## config.mk

```make
export PLATFORM = sky130hd
export DESIGN_NAME = data_sram_like_if
export DESIGN_NICKNAME = d
export VERILOG_FILES = /design/src/rtl/data_sram_like_if.sv
export SDC_FILE = /design/constraint.sdc
export NUM_CORES = 1
export LEC_CHECK = 0
export BUFFER_PORTS_ARGS = -buffer_cell sky130_fd_sc_hd__buf_2
export CELL_PAD_IN_SITES_DETAIL_PLACEMENT = 0
export CELL_PAD_IN_SITES_GLOBAL_PLACEMENT = 1
export CORE_MARGIN = 5
export CORE_UTILIZATION = 28
export CTS_CLUSTER_SIZE = 25
export DETAILED_ROUTE_END_ITERATION = 16
export GPL_TIMING_DRIVEN = 0
export PLACE_DENSITY = 0.87
export SYNTH_ARGS = -nofsm -noshare
export SYNTH_HDL_FRONTEND = slang
export SYNTH_SLANG_ARGS = --single-unit
```

## constraint.sdc

```tcl
create_clock -name clk -period 1.95 [get_ports clk]
set_clock_uncertainty 0.2 [all_clocks]
set_input_delay 0.2925 -clock clk [delete_from_list [all_inputs] [get_ports clk]]
set_output_delay 0.2925 -clock clk [all_outputs]
set_load 0.01 [all_outputs]
```

## src/rtl/data_sram_like_if.sv

```systemverilog
// ---------------------------------------------------------------------------
// data_sram_like_if
// Data-side bus front end of the M stage. Converts one per-instruction data
// access into a sram-like request/addr_ok/data_ok transaction, stalls the
// pipeline until it completes, and holds the returned read word stable until
// the pipeline advances past the instruction.
//
// Ports
//   clk, rst        clock, synchronous active-high reset
//   cpu_en          M-stage access valid
//   cpu_wen         byte-lane write enables (nonzero = store)
//   cpu_size        0=byte 1=half 2=word (3 handled as word)
//   cpu_addr        byte address
//   cpu_wdata       lane-aligned store data
//   cpu_rdata       read word held for the load-extract logic
//   flush           exception flush of the M-stage instruction
//   longest_stall   global pipeline stall
//   d_stall         stall request from this block (combinational)
//   data_req/wr/size/addr/wdata   sram-like request side
//   data_addr_ok/data_data_ok/data_rdata   sram-like response side
// ---------------------------------------------------------------------------
module data_sram_like_if #(
    parameter int unsigned ADDR_WIDTH = 32,
    parameter int unsigned DATA_WIDTH = 32
) (
    input  logic                  clk,
    input  logic                  rst,
    input  logic                  cpu_en,
    input  logic [3:0]            cpu_wen,
    input  logic [1:0]            cpu_size,
    input  logic [ADDR_WIDTH-1:0] cpu_addr,
    input  logic [DATA_WIDTH-1:0] cpu_wdata,
    output logic [DATA_WIDTH-1:0] cpu_rdata,
    input  logic                  flush,
    input  logic                  longest_stall,
    output logic                  d_stall,
    output logic                  data_req,
    output logic                  data_wr,
    output logic [1:0]            data_size,
    output logic [ADDR_WIDTH-1:0] data_addr,
    output logic [DATA_WIDTH-1:0] data_wdata,
    input  logic                  data_addr_ok,
    input  logic                  data_data_ok,
    input  logic [DATA_WIDTH-1:0] data_rdata
);

    typedef enum logic [1:0] {
        IDLE = 2'd0,
        ADDR = 2'd1,
        DATA = 2'd2,
        HOLD = 2'd3
    } state_t;

    state_t                  state;
    state_t                  state_next;
    logic                    discard;
    logic                    discard_next;
    logic                    req_next;
    logic                    wr_next;
    logic [1:0]              size_next;
    logic [ADDR_WIDTH-1:0]   addr_next;
    logic [DATA_WIDTH-1:0]   wdata_next;
    logic [DATA_WIDTH-1:0]   rdata_next;
    logic                    complete;
    logic                    drop;

    // Next-state and next-register values
    always_comb begin
        state_next   = state;
        discard_next = discard;
        req_next     = 1'b0;
        wr_next      = data_wr;
        size_next    = data_size;
        addr_next    = data_addr;
        wdata_next   = data_wdata;
        rdata_next   = cpu_rdata;
        complete     = 1'b0;
        drop         = 1'b0;

        case (state)
            IDLE: begin
                if (cpu_en && !flush) begin
                    state_next = ADDR;
                    req_next   = 1'b1;
                    wr_next    = |cpu_wen;
                    size_next  = (cpu_size == 2'd3) ? 2'd2 : cpu_size;
                    addr_next  = cpu_addr;
                    wdata_next = cpu_wdata;
                end
            end
            ADDR: begin
                // The request stays up until accepted, even across a flush.
                req_next = 1'b1;
                if (flush) begin
                    discard_next = 1'b1;
                end
                if (data_addr_ok) begin
                    req_next = 1'b0;
                    if (data_data_ok) begin
                        complete = 1'b1;
                    end else begin
                        state_next = DATA;
                    end
                end
            end
            DATA: begin
                if (flush) begin
                    discard_next = 1'b1;
                end
                if (data_data_ok) begin
                    complete = 1'b1;
                end
            end
            HOLD: begin
                if (flush || !longest_stall) begin
                    state_next = IDLE;
                end
            end
            default: begin
                state_next = IDLE;
            end
        endcase

        // A flush arriving in the completion cycle itself also discards.
        if (complete) begin
            drop         = discard || flush;
            discard_next = 1'b0;
            if (drop) begin
                state_next = IDLE;
            end else begin
                state_next = HOLD;
                rdata_next = data_wr ? '0 : data_rdata;
            end
        end
    end

    // State and output registers
    always_ff @(posedge clk) begin
        if (rst) begin
            state      <= IDLE;
            discard    <= 1'b0;
            data_req   <= 1'b0;
            data_wr    <= 1'b0;
            data_size  <= 2'd0;
            data_addr  <= '0;
            data_wdata <= '0;
            cpu_rdata  <= '0;
        end else begin
            state      <= state_next;
            discard    <= discard_next;
            data_req   <= req_next;
            data_wr    <= wr_next;
            data_size  <= size_next;
            data_addr  <= addr_next;
            data_wdata <= wdata_next;
            cpu_rdata  <= rdata_next;
        end
    end

    // Stall must assert in the same cycle the access is first seen.
    assign d_stall = !rst && (((state == IDLE) && cpu_en && !flush)
                              || (state == ADDR) || (state == DATA));

endmodule

```

# Word level (Yosys, flattened, before mapping)
# Index checks and enable logic that the tools add are counted.
# classes
eq_ne,8
mux,15
bitwise_logic,1
n_reduce_logical,20
# op_table
op,n
two-way mux 32 bit,1
two-way mux 2 bit,7
inequality test 3 bit (second input constant),4
== test 2 bit (second input constant),3
one-hot mux 2 bit (3 select lines),1
AND reduction 2 bit,3
AND reduction 5 bit,1
logical AND 1 bit,4
logical OR 1 bit,4
two-way mux 1 bit,4
one-hot mux 1 bit (2 select lines),2
nonzero test 4 bit,1
OR reduction 2 bit,2
OR reduction 4 bit,1
zero test 1 bit,3
== test 2 x 1 -> 1 bit (second input constant),1
zero test 2 bit,1
inverter 1 bit,1
# word_totals
regBits,103
inputBits,109
out_inout_bits,101
wordCells,52

# Depth between registers and ports, before layout
# Gate-level depths: netlist (run 1).
# depth
ltp_word,6
ltp_mapped,9
ltp_nobuf,7

# Worst setup path after synthesis (run 1)
# OpenSTA, ideal clock, no wires.
# synth_path
kind,flip-flop to output port
from,register state[0]
to,output d_stall
arrival_ps,1439
t_required_ps,1457
setup_slack_ps,18
stages_incl_launch_ff,8
path_buffers,2
path_cell_list,dfxtp_1 > inv_1 > ha_1 > inv_2 > or2_1 > buf_2 > clkbuf_1 > a21oi_1
# synth_via
elab_chain_cells,6
# synth_rtl
item,line_no,source
start: declaration,54,state_t state;
start signal: assignment,149,state <= state_next;
zero test 2 bit,161,assign d_stall = !rst && (((state == IDLE) && cpu_en && !flush)
logical AND 1 bit (2 in a row),161,
logical OR 1 bit,162,|| (state == ADDR) || (state == DATA));
logical OR 1 bit (*),162,
logical AND 1 bit (*),161,
end: declaration,36,"output logic d_stall,"
# Mark *: on every way between the ends. The rest lies on a longest branch, timed or not.

# Final worst setup path (run 1)
# layout_path
from,register state[1]
to,output d_stall
# The elaborated chain is that of the path after synthesis.

==> impl_metrics.py, run 1 <==
metrics = {
    "run_status": {
        "status": "finished with violations",
        "failing_checks": "negative setup slack",
    },
    "detailed_routing": {
        "vias": 4313,
        "drt_drc_violations_left": 0,
        "routed_via_density": 4.48,
        "ant_nets": 0,
        "routed_wirelength_um": 13600,
        "firstDrtPassIters": 5,
        "initialDrtViolationCount": 175,
        "route.detailed.wl_per_inst_um": 14.1,
    },
    "worst_setup_path": {
        "path_cells": "inv_4 -> ha_4 -> inv_2 -> or2_4 -> clkbuf_16 -> a21oi_2 -> buf_2",
        "criticalPathCategory": "reg -> out",
        "critical_path_arrival_ps": 1560,
        "critPathRequiredTime_ps": 1460,
        "critical_path.endpoint_type": "primary output",
        "timing.critical_path.fanout_max": 3,
        "reg2reg_setup_slack_ps": -50,
        "slowest_stage_cell_cp": "sky130_fd_sc_hd__dfxtp_2",
        "length_in_cells_of_the_worst_reg_to_reg_path": 6,
        "critical_path.top_delay_family": "buffers and inverters",
        "cp_launch_type": "flip-flop",
        "critical_path_cell_count": 7,
        "timing.critical_path.slowest_cell_delay_ps": 340,
        "critical_path_buf_inv_count": 4,
    },
    "timing": {
        "maxSlewViolCount": 0,
        "finalHoldViolations": 0,
        "max_freq_ghz": 0.488,
        "timing.max_slew.rel_slack": 0.609,
        "fin_crit_ps": 2050,
        "setup_viol": 4,
        "max_slew.worst_pin.slew_ps": 587,
        "min_period_over_period": 1.05,
        "postLayoutSetupSlackWorst_ps": -98.2,
        "grt_setup_unrepaired": "true",
    },
    "floorplanning": {
        "rows": 43,
        "fp.coreArea_um2": 13700,
        "die_area_um2": 16300,
        "floorplan.io_pins": 210,
        "die_y_um": 128,
        "die-width_um": 128,
        "start_util": 0.282,
    },
    "place": {
        "detail_placement_hpwl_um": 9520,
        "dpl-instance-area_um2": 5130,
        "placed_cells_incl_taps": 863,
        "pre_cts_setup_slack_ps": -304,
        "port_buffers": 208,
        "gpl_wtd_cong": 0.766,
    },
    "worst_hold_path": {
        "hold-path-cell-count": 3,
        "worst_hold_path_type": "in -> reg",
    },
    "logic_synthesis": {
        "synthDominantAreaCellType": "sky130_fd_sc_hd__dfxtp_1",
        "syn-mean-instance-area_um2": 8.14,
        "synth_area_leaders": "sky130_fd_sc_hd__dfxtp_1 53%, sky130_fd_sc_hd__nand2_1 16%, sky130_fd_sc_hd__a21oi_1 13%",
        "synth_warnings": 0,
        "synthTopCellsByCount": "165 x sky130_fd_sc_hd__nand2_1, 103 x sky130_fd_sc_hd__dfxtp_1, 102 x sky130_fd_sc_hd__a21oi_1, 33 x sky130_fd_sc_hd__nand3b_1, 23 x sky130_fd_sc_hd__clkbuf_1",
        "post_synth_num_cell_types": 29,
        "synth_fp_nets": 588,
        "postSynthCellCount": 475,
        "synthesis.area_um2": 3870,
        "synth_top_area_share": 0.533,
        "ys_seq_elements": 103,
        "post-synth-top-count-cell": "sky130_fd_sc_hd__nand2_1",
        "proportion_of_synthesized_chip_area_in_sequential_cells": 0.533,
        "ys.flop_type": "sky130_fd_sc_hd__dfxtp_1",
        "fraction_of_registers_with_async_set_reset": 0,
        "synth_edf_count": 0,
    },
    "clock_tree": {
        "worstSkewPairLatency_ps": 340,
        "cts.htree.levels": 3,
        "max-clock-path-buffers": 2,
        "cts_root_buf": "sky130_fd_sc_hd__clkbuf_16",
        "post_cts_clock_slew_at_the_launch_and_capture_registers_of_the_worst_setup_and_hold_paths_ps": 70,
        "cts_buffers": 9,
        "cts_tree": "yes",
        "cts.sinks": 103,
    },
    "finish": {
        "final_cell_count_no_fill": 962,
        "postLayoutCoreUtil": 0.463,
        "summed_area_of_non_filler_cells_in_the_final_layout_um2": 6350,
        "proportion_of_layout_cells_with_a_drive_suffix_above_1": 0.345,
        "antenna-diode-count": 0,
        "syn_to_final_growth_pct": 64.3,
        "filler_instances": 1333,
        "nets": 891,
    },
    "power_and_ir_drop": {
        "power.sequential.fraction": 0.413,
        "totalPowerFinal_mw": 5.84,
        "p_int_mw": 4.09,
        "total_leakage_power_nw": 2.84,
        "p_clk_frac": 0.304,
        "power.net_switching_mw": 1.75,
        "irDropWorstVdd_uv": 367,
        "p_comb_frac": 0.282,
        "switching_share": 0.299,
        "power.density_cell_area_nw_per_um2": 919,
    },
    "global_route": {
        "wire_length_of_the_first_global_routing_pass_um": 21400,
        "track_usage": 0.165,
        "antenna_found_initial": 0,
        "grt-busiest-layer": "met2",
        "globalRouteOverflowTotal": 0,
        "number_of_global_route_vias_before_repair": 4340,
        "met1_usage": 0.187,
        "groute.layer.met3.usage": 0.0401,
        "grt_max_degree": 17,
        "grt_use_met2": 0.291,
    },
    "run": {
        "drv.max_cap_violation_count": 0,
    },
}
-- what timing repair did --
item	CTS	global route
hold buffers	75	1
pin swaps	4	5
buffers inserted	7	3
gates resized for setup	21	20
endpoints found under the hold margin	75	1
setup endpoints to repair	84	65
-- final timing paths --
check / start / end
worst min register to register: cpu_rdata[22] / cpu_rdata[22]
worst min-delay path: data_rdata[3] / cpu_rdata[3]
worst max-delay path: state[1] / d_stall
worst max register to register: state[1] / state[0]
-- registers in the layout, indices dropped and copies added, names as in the netlist --
signal	flops
cpu_rdata	32
data_addr	32
data_req	1
data_size	2
data_wdata	32
data_wr	1
discard	1
state	2
-- kinds of logic after synthesis --
kind of cell,after synthesis,synth area share
flops,103,0.533
fa+ha+maj,4,0.0129
buf+inv,42,0.0463
simple gates,214,0.251
compound gates,112,0.157
-- metal layers --
metal  vias to the layer above  part of all wire
met5                         -                 0
met1                      1928              0.40
met4                         0             0.026
li1                       2169                 -
met3                        24             0.091
met2                       192              0.48
-- final cells by class --
class | count | area, µm² | share of cell area
clock buffers | 10 | 229 | 0.0360
multi-input cells | 330 | 1680 | 0.264
plain buffers | 36 | 206 | 0.0325
repair buffers | 294 | 1880 | 0.295
well taps | 180 | 225 | 0.0354
clock inverters | 5 | 58.8 | 0.00926
inverters | 4 | 17.5 | 0.00276
flip-flops and latches | 103 | 2060 | 0.325
-- through the flow --
stage / setup TNS (ps) / hold slack (ps)
6_report: -155 / 18.3
5_1_grt: -2580 / 16.5
4_1_cts: -234 / 0.582
3_5_place_dp: -5910 / 241
3_3_place_gp: -4140 / 235
2_1_floorplan: 0 / 228
-- power by group through the flow --
stage	Sequential, mW	Combinational, mW	Clock, mW
after floorplan	2.53	0.723	0
after global placement	2.45	1.31	0
after detailed placement	2.45	1.32	0
after CTS	2.41	1.59	1.84
after global routing	2.44	1.83	1.91
final	2.41	1.65	1.78
-- cells in the final DEF, fill, tap and decap left out, types with 3 or more instances in the layout --
master and instances:
sky130_fd_sc_hd__a21oi_1 100, sky130_fd_sc_hd__buf_2 212, sky130_fd_sc_hd__buf_4 15, sky130_fd_sc_hd__clkbuf_1 20, sky130_fd_sc_hd__clkbuf_16 10, sky130_fd_sc_hd__clkbuf_2 3, sky130_fd_sc_hd__dfxtp_1 101, sky130_fd_sc_hd__dlygate4sd3_1 76
sky130_fd_sc_hd__ha_2 3, sky130_fd_sc_hd__nand2_1 165, sky130_fd_sc_hd__nand3b_1 33, sky130_fd_sc_hd__nor2_1 5, sky130_fd_sc_hd__o21ai_1 3
-- worst register-to-register path, cell delays in order (launching register included) --
cell	delay, ps
sky130_fd_sc_hd__dfxtp_2	340
sky130_fd_sc_hd__buf_4	130
sky130_fd_sc_hd__ha_2	190
sky130_fd_sc_hd__and3b_2	210
sky130_fd_sc_hd__a2111oi_4	370
sky130_fd_sc_hd__nor3_2	110
sky130_fd_sc_hd__o311a_1	340
Note: power is estimated with default switching activity, not from simulation.
==> inputs of run 2 (changes only) <==
SKIP_CTS_REPAIR_TIMING = 1   (was default)
==> impl_metrics.py, run 2 (synthesized netlist as in run 1, its figures left out) <==
metrics = {
    "finish": {
        "proportion_of_layout_cells_with_a_drive_suffix_above_1": 0.360,
        "registers_with_the_most_flip_flops": "cpu_rdata: 32 flops, data_addr: 32 flops, data_wdata: 32 flops",
        "layout_commonest_cell": "sky130_fd_sc_hd__buf_2",
        "final_cell_count_no_fill": 928,
        "filler_instances": 1403,
        "syn_to_final_growth_pct": 56.6,
        "antenna-diode-count": 0,
        "layout.cells.most_common_list": "212 x sky130_fd_sc_hd__buf_2, 165 x sky130_fd_sc_hd__nand2_1, 101 x sky130_fd_sc_hd__dfxtp_1, 99 x sky130_fd_sc_hd__a21oi_1, 41 x sky130_fd_sc_hd__dlygate4sd3_1",
        "nets": 857,
    },
    "place": {
        "gpl_wtd_cong": 0.766,
        "placed_cells_incl_taps": 863,
        "detail_placement_hpwl_um": 9520,
        "port_buffers": 208,
    },
    "floorplanning": {
        "start_util": 0.282,
        "rows": 43,
        "die-width_um": 128,
        "die_y_um": 128,
        "fp.coreArea_um2": 13700,
        "die_area_um2": 16300,
        "floorplan.io_pins": 210,
    },
    "power_and_ir_drop": {
        "irDropWorstVdd_uv": 375,
        "totalPowerFinal_mw": 5.76,
        "total_leakage_power_nw": 2.71,
        "power.density_cell_area_nw_per_um2": 951,
    },
    "global_route": {
        "antenna_found_initial": 0,
        "globalRouteOverflowTotal": 0,
        "grt_max_degree": 17,
        "wire_length_of_the_first_global_routing_pass_um": 19100,
        "number_of_global_route_vias_before_repair": 3780,
        "track_usage": 0.149,
    },
    "timing": {
        "fin_crit_ps": 2100,
        "finalHoldViolations": 12,
        "hold_worst_slack_ps": -19.1,
        "setup_viol": 2,
        "maxSlewViolCount": 0,
        "grt_setup_unrepaired": "true",
        "postLayoutSetupSlackWorst_ps": -149,
        "min_period_over_period": 1.08,
        "max_freq_ghz": 0.476,
        "timing.max_slew.rel_slack": 0.589,
        "max_slew.worst_pin.slew_ps": 616,
    },
    "run_status": {
        "failing_checks": "negative hold slack, negative setup slack",
        "status": "finished with violations",
    },
    "worst_setup_path": {
        "critical_path_arrival_ps": 1610,
        "criticalPathCategory": "reg -> out",
        "timing.critical_path.fanout_max": 4,
        "critical_path.endpoint_type": "primary output",
        "critPathRequiredTime_ps": 1460,
        "cp_launch_type": "flip-flop",
    },
    "clock_tree": {
        "max-clock-path-buffers": 2,
        "cts.sinks": 103,
        "worstSkewPairLatency_ps": 340,
        "cts.htree.levels": 3,
        "cts_root_buf": "sky130_fd_sc_hd__clkbuf_16",
        "cts_buffers": 9,
        "cts_tree": "yes",
        "post_cts_clock_slew_at_the_launch_and_capture_registers_of_the_worst_setup_and_hold_paths_ps": 70,
    },
    "detailed_routing": {
        "firstDrtPassIters": 4,
        "route.detailed.wl_per_inst_um": 14.1,
        "routed_wirelength_um": 13100,
        "routed_via_density": 4.45,
        "initialDrtViolationCount": 200,
        "ant_nets": 0,
        "vias": 4126,
        "drt_drc_violations_left": 0,
    },
    "run": {
        "drv.max_cap_violation_count": 0,
    },
    "worst_hold_path": {
        "worst_hold_path_type": "in -> reg",
    },
}
-- run 2: cell types whose count changed in the layout (fill, tap and decap cells not counted), sizes merged --
| cell | before | now |
|---|---|---|
| buf | 229 | 232 |
| dlygate4sd3 | 76 | 41 |
| clkbuf | 35 | 33 |
-- run 2: critical path, cell delays in order (launching register included) --
cell	delay, ps
sky130_fd_sc_hd__dfxtp_2	340
sky130_fd_sc_hd__inv_2	80
sky130_fd_sc_hd__ha_4	160
sky130_fd_sc_hd__inv_2	40
sky130_fd_sc_hd__or2_4	240
sky130_fd_sc_hd__buf_8	130
sky130_fd_sc_hd__a21oi_1	100
sky130_fd_sc_hd__buf_2	160
-- run 2: cell type report --
cell class	count	area, µm²	area share
Buffer	37	230	0.0380
Tap cell	180	225	0.0372
Timing Repair Buffer	259	1540	0.255
Inverter	4	15.0	0.00248
Sequential cell	103	2060	0.341
Clock inverter	5	58.8	0.00971
Multi-Input combinational cell	330	1690	0.279
Clock buffer	10	229	0.0378
-- run 2: path summary, 6_finish.rpt --
path | end | depth (start not counted) | from | slack, ps
setup reg to reg | state[0] | 7 | state[1] | -40
hold / removal | data_addr[1] | 3 | cpu_addr[1] | -20
setup / recovery | d_stall | 7 | state[1] | -150
hold reg to reg | cpu_rdata[22] | 2 | cpu_rdata[22] | 250
-- run 2: stage by stage --
stage                     utilization  setup slack, ps  cell area, µm²  TNS [ps]
after floorplan                     -             18.2            3870         0
after global placement          0.374             -277            5130     -4140
after detailed placement        0.374             -304            5130     -5910
after CTS                       0.395             -696            5420     -7880
after global routing            0.442             -221            6060     -1300
final                           0.442             -149            6060      -188
-- run 2: power by group --
group          internal [mW]  total [mW]  switching (mW)
Combinational          0.740        1.58           0.838
Sequential              2.31        2.41           0.107
Clock                  0.991        1.77           0.780
Total                   4.04        5.76            1.72
-- run 2: layer usage --
| layer | global-route usage | share of wire |
|---|---|---|
| met4 | 0.0618 | 0.016 |
| met3 | 0.0422 | 0.086 |
| met5 | 0 | 0 |
| met1 | 0.182 | 0.42 |
| met2 | 0.244 | 0.48 |
==> inputs of run 3 (changes only) <==
PLACE_DENSITY = default   (was 0.87)
PLACE_DENSITY_LB_ADDON = 0.1   (was default)
==> impl_metrics.py, run 3 (synthesized netlist as in run 1, its figures left out) <==
metrics = {
    "run_status": {
        "status": "finished with violations",
        "failing_checks": "negative hold slack, negative setup slack",
    },
    "finish": {
        "syn_to_final_growth_pct": 53.4,
        "layout.cells.most_common_list": "212 x sky130_fd_sc_hd__buf_2, 165 x sky130_fd_sc_hd__nand2_1, 101 x sky130_fd_sc_hd__dfxtp_1, 100 x sky130_fd_sc_hd__a21oi_1, 33 x sky130_fd_sc_hd__nand3b_1",
        "registers_with_the_most_flip_flops": "cpu_rdata: 32 flops, data_addr: 32 flops, data_wdata: 32 flops",
        "final_cell_count_no_fill": 914,
        "antenna-diode-count": 0,
        "proportion_of_layout_cells_with_a_drive_suffix_above_1": 0.365,
        "layout_commonest_cell": "sky130_fd_sc_hd__buf_2",
        "nets": 842,
    },
    "timing": {
        "grt_setup_unrepaired": "true",
        "timing.max_slew.rel_slack": 0.636,
        "finalHoldViolations": 23,
        "max_slew.worst_pin.slew_ps": 547,
        "fin_crit_ps": 2110,
        "setup_viol": 21,
        "max_freq_ghz": 0.474,
        "maxSlewViolCount": 0,
        "postLayoutSetupSlackWorst_ps": -160,
        "fin_tns_setup_ps": -431,
        "min_period_over_period": 1.08,
        "hold_worst_slack_ps": -15.7,
    },
    "place": {
        "port_buffers": 208,
        "detail_placement_hpwl_um": 9660,
        "gpl_wtd_cong": 0.725,
        "placed_cells_incl_taps": 863,
    },
    "power_and_ir_drop": {
        "power.density_cell_area_nw_per_um2": 983,
        "switching_share": 0.294,
        "power.sequential.fraction": 0.412,
        "irDropWorstVdd_uv": 513,
        "p_comb_frac": 0.266,
        "power.net_switching_mw": 1.71,
        "p_int_mw": 4.12,
        "p_clk_frac": 0.322,
        "total_leakage_power_nw": 2.66,
    },
    "worst_setup_path": {
        "path_common_cell": "sky130_fd_sc_hd__inv_2",
        "criticalPathCategory": "reg -> out",
        "slowest_stage_cell_cp": "sky130_fd_sc_hd__dfxtp_2",
        "path_cells": "inv_2 -> ha_4 -> inv_2 -> or2_4 -> buf_8 -> a21oi_2 -> buf_2",
        "timing.critical_path.fanout_max": 8,
        "critical_path_buf_inv_count": 4,
        "critical_path.top_delay_family": "buffers and inverters",
        "critical_path.endpoint_type": "primary output",
        "critPathRequiredTime_ps": 1460,
        "cp_launch_type": "flip-flop",
        "timing.critical_path.slowest_cell_delay_ps": 340,
        "reg2reg_setup_slack_ps": -30,
        "critical_path_arrival_ps": 1620,
    },
    "floorplanning": {
        "rows": 43,
        "die-width_um": 128,
        "die_area_um2": 16300,
        "floorplan.io_pins": 210,
        "fp.coreArea_um2": 13700,
        "start_util": 0.282,
        "die_y_um": 128,
    },
    "clock_tree": {
        "post_cts_clock_slew_at_the_launch_and_capture_registers_of_the_worst_setup_and_hold_paths_ps": 70,
        "cts_root_buf": "sky130_fd_sc_hd__clkbuf_16",
        "max-clock-path-buffers": 2,
        "worstSkewPairLatency_ps": 350,
        "cts_buffers": 9,
        "cts.sinks": 103,
        "cts.htree.levels": 3,
        "cts_tree": "yes",
    },
    "global_route": {
        "track_usage": 0.153,
        "antenna_found_initial": 1,
        "wire_length_of_the_first_global_routing_pass_um": 19800,
        "globalRouteOverflowTotal": 0,
        "grt_max_degree": 16,
        "number_of_global_route_vias_before_repair": 3985,
    },
    "detailed_routing": {
        "ant_nets": 0,
        "initialDrtViolationCount": 121,
        "route.detailed.wl_per_inst_um": 14.2,
        "routed_via_density": 4.46,
        "routed_wirelength_um": 13000,
        "vias": 4078,
        "firstDrtPassIters": 6,
        "drt_drc_violations_left": 0,
    },
    "run": {
        "drv.max_cap_violation_count": 0,
    },
    "worst_hold_path": {
        "worst_hold_path_type": "in -> reg",
    },
}
run 3: worst paths after layout:
kind / start / to / cells past startpoint
max: state[0] / d_stall / 7
min: cpu_wdata[31] / data_wdata[31] / 3
min reg2reg: data_addr[10] / data_addr[10] / 2
max reg2reg: state[0] / data_wdata[22] / 8
run 3: cell type report:
class	count	area, µm²
clock buffers	13	270
fillers	1438	7790
flip-flops and latches	103	2060
multi-input cells	330	1690
inverters	4	15.0
well taps	180	225
plain buffers	37	243
clock inverters	3	40.0
repair buffers	244	1380
run 3: tightest hold or removal path, cell delays in order:
cell and delay [ps]:
sky130_fd_sc_hd__buf_2 100, sky130_fd_sc_hd__nand2_1 40, sky130_fd_sc_hd__a21oi_1 50
run 3: through the flow:
step	power (mW)	worst slack, ps	hold WS [ps]	instance area [µm²]	util
after detailed placement	3.78	-319	244	5130	0.374
after floorplan	3.25	18.2	228	3870	-
after CTS	5.68	-703	-30.7	5440	0.397
after global routing	6.18	-231	-2.30	5930	0.432
final	5.83	-160	-15.7	5930	0.432
after global placement	3.75	-281	236	5130	0.374
run 3: routing by layer:
metal | global-route usage | up-vias | wire length, µm
li1 | - | 2072 | -
met2 | 0.254 | 131 | 6150
met5 | 0 | - | 13
met1 | 0.178 | 1856 | 5270
met4 | 0.0543 | 2 | 237
met3 | 0.0615 | 17 | 1290
run 3: power by group through the flow:
stage | registers [mW] | logic (mW) | clock network, mW
floorplan | 2.53 | 0.723 | 0
global placement | 2.44 | 1.31 | 0
detailed placement | 2.45 | 1.33 | 0
CTS | 2.40 | 1.33 | 1.94
global route | 2.43 | 1.73 | 2.02
finish | 2.40 | 1.55 | 1.88
